### config.mk
export PLATFORM = sky130hd
export DESIGN_NAME = memory_access_stage
export DESIGN_NICKNAME = d
export VERILOG_FILES = /design/src/rtl/memory_access_stage.sv
export SDC_FILE = /design/constraint.sdc
export NUM_CORES = 1
export LEC_CHECK = 0
export BUFFER_PORTS_ARGS = -buffer_cell sky130_fd_sc_hd__clkbuf_2
export CORE_AREA = 3 3 91 93
export CTS_BUF_LIST = sky130_fd_sc_hd__clkbuf_8
export CTS_CLUSTER_DIAMETER = 50
export DETAILED_ROUTE_END_ITERATION = 10
export DIE_AREA = 0 0 94 96
export PLACE_DENSITY = 0.69
export SLEW_MARGIN = 10
export SYNTH_ARGS = -nofsm -noshare
export SYNTH_HDL_FRONTEND = slang
export SYNTH_SLANG_ARGS = --single-unit
### constraint.sdc
create_clock -name clk -period 1.8 [get_ports clk]
set_input_delay 0.09 -clock clk [delete_from_list [all_inputs] [get_ports clk]]
set_output_delay 0.09 -clock clk [all_outputs]
set_load 0.005 [all_outputs]
### src/rtl/memory_access_stage.sv
// memory_access_stage
// Memory-stage load/store unit. Issues the EX/MEM instruction's load or store
// on a req/gnt/rvalid data bus, builds byte enables and lane-replicated store
// data, formats returning load data, stalls the pipeline while the access is
// outstanding, and reports misaligned accesses and bus timeouts as pulses.
module memory_access_stage #(
    parameter int MAX_WAIT = 255
) (
    input  logic        clk,
    input  logic        rst,
    input  logic        MemReadM,
    input  logic        MemWriteM,
    input  logic [2:0]  Funct3M,
    input  logic [31:0] ALUResultM,
    input  logic [31:0] WriteDataM,
    output logic        dbus_req,
    output logic        dbus_we,
    output logic [31:0] dbus_addr,
    output logic [3:0]  dbus_be,
    output logic [31:0] dbus_wdata,
    input  logic        dbus_gnt,
    input  logic        dbus_rvalid,
    input  logic [31:0] dbus_rdata,
    output logic [31:0] RdataM,
    output logic        StallM,
    output logic        MisalignM,
    output logic        BusFaultM
);

    localparam int CW = $clog2(MAX_WAIT + 1);

    localparam logic [1:0] ST_IDLE        = 2'd0;
    localparam logic [1:0] ST_WAIT_GNT    = 2'd1;
    localparam logic [1:0] ST_WAIT_RVALID = 2'd2;

    localparam logic [CW-1:0] CNT_ZERO = {CW{1'b0}};
    localparam logic [CW-1:0] CNT_ONE  = {{(CW-1){1'b0}}, 1'b1};
    localparam logic [CW-1:0] CNT_MAX  = CW'(MAX_WAIT);

    logic [1:0]    r_state;
    logic [CW-1:0] r_wait_cnt;

    logic [1:0]    w_next_state;
    logic [CW-1:0] w_next_cnt;
    logic          w_pending;
    logic          w_aligned;
    logic          w_drive;
    logic          w_is_store;
    logic          w_in_wait;
    logic          w_complete;
    logic          w_fault;

    // Byte enables for a store of the given size at the given byte offset.
    function automatic logic [3:0] f_store_be(input logic [1:0] size, input logic [1:0] off);
        logic [3:0] be;
        case (size)
            2'b00:   be = 4'b0001 << off;
            2'b01:   be = off[1] ? 4'b1100 : 4'b0011;
            default: be = 4'b1111;
        endcase
        return be;
    endfunction

    // Store data replicated across every lane the access could target.
    function automatic logic [31:0] f_store_data(input logic [1:0] size, input logic [31:0] wd);
        logic [31:0] data;
        case (size)
            2'b00:   data = {4{wd[7:0]}};
            2'b01:   data = {2{wd[15:0]}};
            default: data = wd;
        endcase
        return data;
    endfunction

    // Lane selection plus sign or zero extension of a full-word read.
    function automatic logic [31:0] f_format_load(input logic [2:0] f3, input logic [1:0] off,
                                                  input logic [31:0] rd);
        logic [7:0]  lane_b;
        logic [15:0] lane_h;
        logic [31:0] res;
        case (off)
            2'b00:   lane_b = rd[7:0];
            2'b01:   lane_b = rd[15:8];
            2'b10:   lane_b = rd[23:16];
            default: lane_b = rd[31:24];
        endcase
        lane_h = off[1] ? rd[31:16] : rd[15:0];
        case (f3[1:0])
            2'b00:   res = f3[2] ? {24'h000000, lane_b} : {{24{lane_b[7]}}, lane_b};
            2'b01:   res = f3[2] ? {16'h0000, lane_h} : {{16{lane_h[15]}}, lane_h};
            default: res = rd;
        endcase
        return res;
    endfunction

    // Access qualification: alignment by size, and bus-level completion/timeout events.
    always_comb begin
        w_pending  = MemReadM | MemWriteM;
        w_is_store = MemWriteM;
        case (Funct3M[1:0])
            2'b00:   w_aligned = 1'b1;
            2'b01:   w_aligned = ~ALUResultM[0];
            default: w_aligned = (ALUResultM[1:0] == 2'b00);
        endcase
        // Upstream holds EX/MEM stable while stalled, so the same qualification
        // stays valid for the whole lifetime of the access.
        w_drive    = ~rst & w_pending & w_aligned;
        w_in_wait  = (r_state == ST_WAIT_GNT) | (r_state == ST_WAIT_RVALID);
        w_complete = ~rst & (r_state == ST_WAIT_RVALID) & dbus_rvalid;
        // Completion on the last allowed cycle still counts as success.
        w_fault    = ~rst & w_in_wait & (r_wait_cnt == CNT_MAX) & ~w_complete;
    end

    // Bus-side request, address, enables and write data.
    always_comb begin
        if (w_drive) begin
            dbus_req   = (r_state == ST_IDLE) | ((r_state == ST_WAIT_GNT) & ~w_fault);
            dbus_we    = w_is_store;
            dbus_addr  = {ALUResultM[31:2], 2'b00};
            dbus_be    = w_is_store ? f_store_be(Funct3M[1:0], ALUResultM[1:0]) : 4'b1111;
            dbus_wdata = w_is_store ? f_store_data(Funct3M[1:0], WriteDataM) : 32'h00000000;
        end else begin
            dbus_req   = 1'b0;
            dbus_we    = 1'b0;
            dbus_addr  = 32'h00000000;
            dbus_be    = 4'b0000;
            dbus_wdata = 32'h00000000;
        end
    end

    // Pipeline-side stall, formatted load data and status pulses.
    always_comb begin
        StallM    = w_drive & ~w_complete & ~w_fault;
        MisalignM = ~rst & (r_state == ST_IDLE) & w_pending & ~w_aligned;
        BusFaultM = w_fault;
        if (w_complete & MemReadM & ~MemWriteM) begin
            RdataM = f_format_load(Funct3M, ALUResultM[1:0], dbus_rdata);
        end else begin
            RdataM = 32'h00000000;
        end
    end

    // Next state and timeout counter.
    always_comb begin
        w_next_state = r_state;
        w_next_cnt   = r_wait_cnt;
        case (r_state)
            ST_IDLE: begin
                if (w_drive) begin
                    w_next_state = dbus_gnt ? ST_WAIT_RVALID : ST_WAIT_GNT;
                    // The issue cycle itself counts towards the wait budget.
                    w_next_cnt   = CNT_ONE;
                end else begin
                    w_next_cnt   = CNT_ZERO;
                end
            end
            ST_WAIT_GNT: begin
                if (w_fault) begin
                    w_next_state = ST_IDLE;
                    w_next_cnt   = CNT_ZERO;
                end else if (dbus_gnt) begin
                    w_next_state = ST_WAIT_RVALID;
                    w_next_cnt   = r_wait_cnt + CNT_ONE;
                end else begin
                    w_next_cnt   = r_wait_cnt + CNT_ONE;
                end
            end
            ST_WAIT_RVALID: begin
                if (w_complete | w_fault) begin
                    w_next_state = ST_IDLE;
                    w_next_cnt   = CNT_ZERO;
                end else begin
                    w_next_cnt   = r_wait_cnt + CNT_ONE;
                end
            end
            default: begin
                w_next_state = ST_IDLE;
                w_next_cnt   = CNT_ZERO;
            end
        endcase
    end

    // State register with synchronous reset; reset abandons any access in flight.
    always_ff @(posedge clk) begin
        if (rst) begin
            r_state    <= ST_IDLE;
            r_wait_cnt <= CNT_ZERO;
        end else begin
            r_state    <= w_next_state;
            r_wait_cnt <= w_next_cnt;
        end
    end

endmodule

-- Word-level counts from Yosys, hierarchy flattened
Index checks and enable logic that the tools add are counted.
- register bits after elaboration: 10
- bits in latches: 0
- memory bits (writable): 0
- memory bits (read-only): 0
- bits of input ports: 105
- output and inout bits: 105
- logic and storage cells: 69
- memories kept: 0
- $add $sub $neg: 1
- multiply operators: 0
- div/mod/pow operators: 0
- magnitude comparators: 0
- equality and inequality tests: 9
- shifts and indexed selects: 1
- muxes and demuxes: 27
- bitwise operators: 25
- reduce and logical (&&, ||, !) cells: 4
- operator list (cell ; count):
    $mux W32 ; 6
    $pmux W32 S2 ; 2
    $pmux W8 S3 ; 2
    $mux W16 ; 1
    $mux W8 ; 2
    $and A1 B1 Y1 ; 15
    $mux W4 ; 3
    $mux W2 ; 5
    $add A8 B1 Y8 const B ; 1
    $eq A8 B8 Y1 const B ; 1
    $pmux W4 S2 ; 1
    $eq A2 B1 Y1 const B ; 3
    $logic_not A2 Y1 ; 3
    $not A1 Y1 ; 6
    $pmux W2 S3 ; 1
    $eq A2 B2 Y1 const B ; 2
    $or A1 B1 Y1 ; 4
    $shl A1 B2 Y4 const A ; 1
    $mux W1 ; 3
    $ne A3 B3 Y1 const B ; 1
    $reduce_and A3 Y1 ; 1
    $ne A2 B1 Y1 const B ; 1
    $ne A2 B2 Y1 const B ; 1
    $pmux W1 S2 ; 1

-- Longest topological paths before layout
Gate-level depths: netlist (run 1).
- depth after elaboration: 9
- depth in mapped cells: 7
- gate-level depth less buffers: 6

-- Worst setup path after synthesis (run 1)
OpenSTA, ideal clock, no wires.
- path type: register -> register
- from: reg r_state[0]
- to: reg r_state[0]
- arrival: 1.664 ns
- data required time: 1.683 ns
- slack: 0.019 ns
- cell stages (with the launch flop): 7
- path through: dfxtp_1 inv_1 ha_1 and3b_1 a311oi_1 a211oi_1 a32o_1
- longest elaborated chain between the ends: 8
- elaborated cells on any way between the ends: 17
- RTL lines (element ; line ; text):
    from (decl) ; 40 ; logic [1:0] r_state;
    from (signal assigned) ; 189 ; r_state <= w_next_state;
    $eq A2 B1 Y1 / $eq A2 B2 Y1 (equally long branches) ; 108, 147, 109 ;
    $or A1 B1 Y1 / $and A1 B1 Y1 (equally long branches) ; 108, 109 ;
    $and A1 B1 Y1, on equally long branches ; 111, 109 ;
    $and A1 B1 Y1 / $not A1 Y1 (equally long branches) ; 111 ; w_fault = ~rst & w_in_wait & (r_wait_cnt == CNT_MAX) & ~w_complete;
    $and A1 B1 Y1 ; 111 ;
    $or A1 B1 Y1 ; 169 ; if (w_complete | w_fault) begin
    $ne A2 B1 Y1 (no line) ; -- ;
    $reduce_and A3 Y1 (no line) ; -- ;
Parallel ways exist; a longest one is shown, timed or not.
A chain may end at the register's enable or synchronous reset.

-- Final worst setup path (run 1)
- from: reg r_state[0]
- to: out RdataM[7]
- longest elaborated chain between the ends: 6
- RTL lines (element ; line ; text):
    $eq A2 B2 Y1 ; 109 ; w_complete = ~rst & (r_state == ST_WAIT_RVALID) & dbus_rvalid;
    $and A1 B1 Y1 (2 in a row) ; 109 ;
    $and A1 B1 Y1 (2 in a row) ; 136 ; if (w_complete & MemReadM & ~MemWriteM) begin
    $mux W32 ; 136 ;
    to (decl) ; 24 ; output logic [31:0] RdataM,
Every way passes these cells.

==> results.md, run 1 <==
* CTS Buf Count at 3
* Leak at 2.08 nW
* Clock Sinks at 10
* WP buf/inv at 3
* Tot GR Track Use at 0.203
* Setup WS pre-CTS at -0.0914 ns
* Rows at 32
* Relative max-transition margin at 0.632
* Worst-case reg-to-reg path depth at 7
* Hold Vio Cnt, Final at 0
* Syn Area/Cell at 6.24 um^2
* Sequential area share after synthesis at 0.0883
* Share of cells above drive strength 1 at 0.534
* Fill cells at 806
* RSZ-0062 raised after global routing: true
* Number of H-tree levels at 1
* Worst min-delay path class: primary input to flip-flop
* Fin crit share at 1.09
* Ys async rst share at 0
* Synth area leader: and2_1
* # Max-Cap Violations at 0
* Port Buffer Count at 207
* Clk slew on worst S/H paths at 0.05 ns
* Drt pass-1 iters at 4
* # setup viols final at 36
* Leading cell types in the layout, fill and taps excluded: clkbuf_2 (177), nor2_1 (53), and2_1 (38)
* Multi-input logic area at 2080 um^2
* Total number of vias at 3463
* Ys flop type: dfxtp_1
* DRC at 0
* Clk root buf: clkbuf_8
* Largest delay share family, worst path: simple AND/OR/NAND/NOR gates
* Mapped Cells at 363
* First-pass GRT wire length at 15100 um
* 1st-iter DRT viols at 91
* Hold Crit Start: dbus_gnt
* Routed Antenna Nets at 0
* Max FO, Critical Path at 8
* Crit path kind: flip-flop to output pin
* Critical Path Sink Type: output pin
* Core Box Area at 7610 um^2
* Clk_lat worst skew at 0.25 ns
* Clk_skew at 0.00674 ns
* Hold path cells at 3
* Synth cell types at 50
* TritonCTS clock tree: built
* Worst-path cell chain: inv_2, ha_4, nand3b_1, or3b_4, buf_12, a311oi_2, buf_2
* Worst Path Arrival at 1.88 ns
* Finished Core Util at 0.511
* Number of synthesized flops with an enable pin at 0
* Synthesized area at 2270 um^2
* Post-Layout Inst Area at 3890 um^2
* CP max-delay cell: or3b_4
* Outcome: finished with violations
* Die ar. at 9020 um^2
* Power density cells at 394 nW/um^2
* Synth top area share at 0.105
* Final Power at 0.00153 W
* GR Overflow Total at 0
* Slowest stage delay, CP at 0.47 ns
* NumNets Final at 682
* Fin. max-slew vios at 0
* Average vias per placed instance at 5.15
* Critical path depth at 7
* Worst-Margin Slew at 0.549 ns
* Largest net degree at the start of global routing at 37
* DP Area at 3490 um^2
* Worst r2r src: r_state[1]$_SDFFE_PP0P_
* ANT cells at 0
* Reg area at 205 um^2
* Crit. Startpoint: r_state[0]$_SDFFE_PP0P_
* Hold_buf cts at 0
* Height of the die at 96 um
* Most common cell after layout, fill and taps aside: clkbuf_2
* Synth warn at 0
* Routed wire per std cell at 14.9 um
* Post-layout min period at 1.97 ns
* Synth area leaders: and2_1 (10%), nor2_1 (9.3%), dfxtp_1 (8.8%), a21oi_1 (8.2%), mux2i_1 (7.1%)
* Final WS setup at -0.166 ns
* Initial Util at 0.298
* Drt total wl at 10000 um
* Clock buffer depth at 2
* Die Wd at 94 um
* Worst EP required at 1.71 ns
* Yosys reg bits at 10
* Max Fclk at 509 MHz
* I/O pin count at 210
* Area Overhead vs Synth at 71.6%
* Dpl hpwl at 7660 um
* Critical path launch point type: flip-flop
* Failing checks: negative setup slack
* Via count of the first global-routing pass at 3147
* Peak supply drop at 0.000451 V
* Routability Congestion at 0.892
* Antenna violations before repair at 0
## power by group
group          leakage (nW)  total, W  switching [W]  internal (W)
logic                  1.96  0.000964       0.000508      0.000456
clock network        0.0288  0.000295       0.000102      0.000193
registers            0.0821  0.000273      0.0000215      0.000252
total                  2.08   0.00153       0.000631      0.000901
## worst register-to-register path, cell delays in order, from the launching register on
cell and delay (ns):
dfxtp_4 0.37, inv_1 0.06, ha_1 0.29, and3b_2 0.27
a311oi_4 0.12, buf_4 0.17, a221o_1 0.27, a32o_1 0.21
## registers in the layout, indices dropped and copies added (netlist names)
| signal | count |
|---|---|
| r_state | 2 |
| r_wait_cnt | 8 |
## layer usage
layer	share of wire	vias up	GRT usage
met1	0.41	1634	0.274
li1	-	1675	-
met4	0.0077	0	0.0385
met5	0	-	0
met3	0.059	10	0.0133
met2	0.52	144	0.357
## per-stage QoR
stage / hold WS (ns) / std cells / TNS (ns)
3_5_place_dp: 0.366 / 663 / -0.133
4_1_cts: 0.0997 / 671 / -3.77
6_report: 0.0979 / 673 / -3.26
3_3_place_gp: 0.365 / 663 / 0
2_1_floorplan: 0.231 / 364 / 0
5_1_grt: 0.129 / 673 / -5.49
## repair_timing
item	CTS	global route
gates cloned	2	0
pin swaps	10	4
endpoints found under the setup margin	35	37
setup buffers	2	2
resized for setup	42	42
## layout make-up
class | instances | share of cell area
clock buffer | 4 | 0.0142
multi-input combinational | 300 | 0.534
timing repair buffer | 236 | 0.346
sequential | 10 | 0.0528
tap | 102 | 0.0328
inverter | 21 | 0.0203
## synth_stat cells, types with 7 or more instances
library cell	n
and3_1	8
a21oi_1	37
nand3_1	7
mux2i_1	16
inv_1	20
nor2_1	56
and2_1	38
nand2_1	35
o21ai_0	8
clkbuf_1	21
nor3_1	16
dfxtp_1	10
buf_2	7
a221oi_1	7
## kinds of logic after synthesis
kind of cell	after synthesis	synth area share
AOI/OAI and AO/OA	90	0.262
buffers and inverters	54	0.107
xor gates and xnor gates	5	0.0193
and+or+nand+nor	174	0.378
muxes	24	0.117
DFF	10	0.0883
adders and majority gates	5	0.0276
other	1	0.00165
## worst paths after layout
check                             endpoint  slack, ns
hold reg to reg   r_wait_cnt[7]$_SDFF_PP0_       0.53
setup / recovery                 RdataM[7]      -0.17
hold / removal     r_state[1]$_SDFFE_PP0P_        0.1
setup reg to reg   r_state[0]$_SDFFE_PP0P_      -0.07
(Power assumes the default switching activity.)
==> inputs of run 2 (changes only) <==
CORE_AREA = 3 3 85 87   (was 3 3 91 93)
DIE_AREA = 0 0 88 90   (was 0 0 94 96)
PLACE_DENSITY = 0.78   (was 0.69)
==> run 2 against run 1 <==
  * The run still ends with negative setup slack left
  * Sequential share of layout area is essentially flat
  * Design area shrank 0.55%
  * Utilization grew 9.1 points
  * Non-clock buffer count grew 3
  * Clock skew shrank 0.0019 ns
  * First-iteration DRC count grew 100%
  * Global-route usage grew 2.8 points
  * Power grew 4.6%
  * Count of clock-buffer cells in the layout is the same
  * Flip-flop and latch count is the same
  * Largest cell class unchanged
==> results.md, run 2 (synthesis gave the netlist of run 1 again) <==
* Outcome: finished with violations
* Failing checks: negative setup slack
* TritonCTS clock tree: built
* Critical path launch point type: flip-flop
* First-pass GRT wire length at 15300 um (+1.3%)
* Biggest register: r_wait_cnt
* I/O pin count at 210 (unchanged)
* Layout Cells excl Fill at 651 (-3.3%)
* # setup viols final at 37 (+2.8%)
* Area Overhead vs Synth at 70.6%
* RSZ-0062 raised after global routing: true
* Crit path kind: flip-flop to output pin
* Max FO, Critical Path at 8 (unchanged)
* Total number of vias at 3439 (-0.69%)
* Worst-Margin Slew at 0.520 ns (-0.0290 ns)
* Clk root buf: clkbuf_8
* Clock buffer depth at 2 (unchanged)
* Worst min-delay path class: primary input to flip-flop
* Clk_skew at 0.00487 ns (-0.00187 ns)
* Drt total wl at 10200 um (+1.4%)
* Largest registers: r_wait_cnt: 8 flops, r_state: 2 flops
* Hold_buf cts at 0 (unchanged)
* Multi-input logic area at 2080 um^2 (+0.30%)
* Dpl hpwl at 7730 um (+0.92%)
* Power density cells at 414 nW/um^2 (+5.1%)
* Post-layout min period at 1.98 ns (+0.00884 ns)
* Drt pass-1 iters at 4 (unchanged)
* Height of the die at 90 um (-6.3%)
* Most common cell after layout, fill and taps aside: clkbuf_2
* Die Wd at 88 um (-6.4%)
* GR Overflow Total at 0 (unchanged)
* ANT cells at 0 (unchanged)
* Routability Congestion at 0.908 (+1.9%)
* Clk slew on worst S/H paths at 0.05 ns (about the same)
* Reg area at 205 um^2 (unchanged)
* NumNets Final at 685 (+0.44%)
* Largest net degree at the start of global routing at 42 (+14%)
* Tot GR Track Use at 0.230 (+0.0276)
* DRT met1 WL at 4170 um (+0.38%)
* Worst EP required at 1.71 ns (about the same)
* 1st-iter DRT viols at 183 (+100%)
* Leak at 2.09 nW (+0.52%)
* Leading cell types in the layout, fill and taps excluded: clkbuf_2 (179), nor2_1 (53), and2_1 (38)
* Core Box Area at 6420 um^2 (-16%)
* Port Buffer Count at 207 (unchanged)
* Routed wire per std cell at 15.6 um (+4.8%)
* Final Power at 0.00160 W (+4.6%)
* Die ar. at 7920 um^2 (-12%)
* Clock Sinks at 10 (unchanged)
* Number of H-tree levels at 1 (unchanged)
* Hold Vio Cnt, Final at 0 (unchanged)
* Rows at 29 (-9.4%)
* CTS Buf Count at 3 (unchanged)
* Placed insts at 639 (-3.6%)
* Average vias per placed instance at 5.28 (+2.7%)
* Share of cells above drive strength 1 at 0.538 (+0.00418)
* Routed Antenna Nets at 0 (unchanged)
* Critical Path Sink Type: output pin
* Top sig layer: met4
* Relative max-transition margin at 0.651 (+0.0195)
* Final WS setup at -0.175 ns (-0.00884 ns)
* DRC at 0 (unchanged)
* Max Fclk at 506 MHz (-0.45%)
* Antenna violations before repair at 0 (unchanged)
* Clk_lat worst skew at 0.24 ns (about the same)
* Met2 Wirelength at 5170 um (-0.69%)
* Initial Util at 0.353 (+0.0550)
* # Max-Cap Violations at 0 (unchanged)
* Fin. max-slew vios at 0 (unchanged)
* Fill cells at 611 (-24%)
* Via count of the first global-routing pass at 3281 (+4.3%)
* Number of flip-flops in the largest register at 8 (unchanged)
* Worst Path Arrival at 1.89 ns (about the same)
* WL met3 at 642 um (+8.4%)
* Peak supply drop at 0.000599 V (+33%)
* Fin crit share at 1.10 (+0.00491)
[run 2: timing repair]
| item | 4_1_cts | 5_1_grt |
|---|---|---|
| setup endpoints to repair | 35 | 39 |
| resized for setup | 42 | 42 |
| cloned | 2 | 0 |
| pin swaps | 10 | 4 |
| setup buffers | 3 | 3 |
[run 2: through the flow]
step / TNS, ns / cell area (um^2) / util / hold slack (ns) / setup WS (ns)
2_1_floorplan: 0 / 2270 / - / 0.231 / 0.0190
3_3_place_gp: -0.00196 / 3440 / 0.536 / 0.376 / -0.00196
3_5_place_dp: -0.0896 / 3440 / 0.536 / 0.385 / -0.0648
4_1_cts: -3.12 / 3760 / 0.585 / 0.122 / -0.155
5_1_grt: -5.49 / 3870 / 0.602 / 0.186 / -0.230
6_report: -3.83 / 3870 / 0.602 / 0.151 / -0.175
[run 2: final cells by class]
class                      instances  area share
inverter                          21      0.0210
tap                               77      0.0249
clock buffer                       4      0.0142
multi-input combinational        300       0.539
timing repair buffer             239       0.348
sequential                        10      0.0531
[run 2: worst paths after layout]
path                             from                  endpoint  slack, ns  cells after the start
min                          dbus_gnt   r_state[1]$_SDFFE_PP0P_       0.15                      3
max           r_state[0]$_SDFFE_PP0P_                 RdataM[7]      -0.18                      7
max reg2reg   r_state[0]$_SDFFE_PP0P_   r_state[0]$_SDFFE_PP0P_      -0.15                      8
min reg2reg  r_wait_cnt[7]$_SDFF_PP0_  r_wait_cnt[7]$_SDFF_PP0_       0.52                      2
[run 2: power breakdown]
| group | internal [W] | total (W) | leakage (nW) | switching, W |
|---|---|---|---|---|
| Clock | 0.000193 | 0.000293 | 0.0288 | 0.0000994 |
| Sequential | 0.000252 | 0.000279 | 0.0821 | 0.0000271 |
| Combinational | 0.000499 | 0.00103 | 1.98 | 0.000532 |
[run 2: routing by layer]
metal	track usage	vias up
met4	0.0524	0
met5	0	-
li1	-	1683
met1	0.291	1589
met3	0.0128	14
met2	0.418	153
[run 2: worst max-delay path, stage by stage (launching register included)]
cell	delay, ns
dfxtp_2	0.33
inv_4	0.07
ha_4	0.13
nand3b_1	0.10
or3b_4	0.48
buf_12	0.18
a311oi_2	0.18
buf_2	0.16
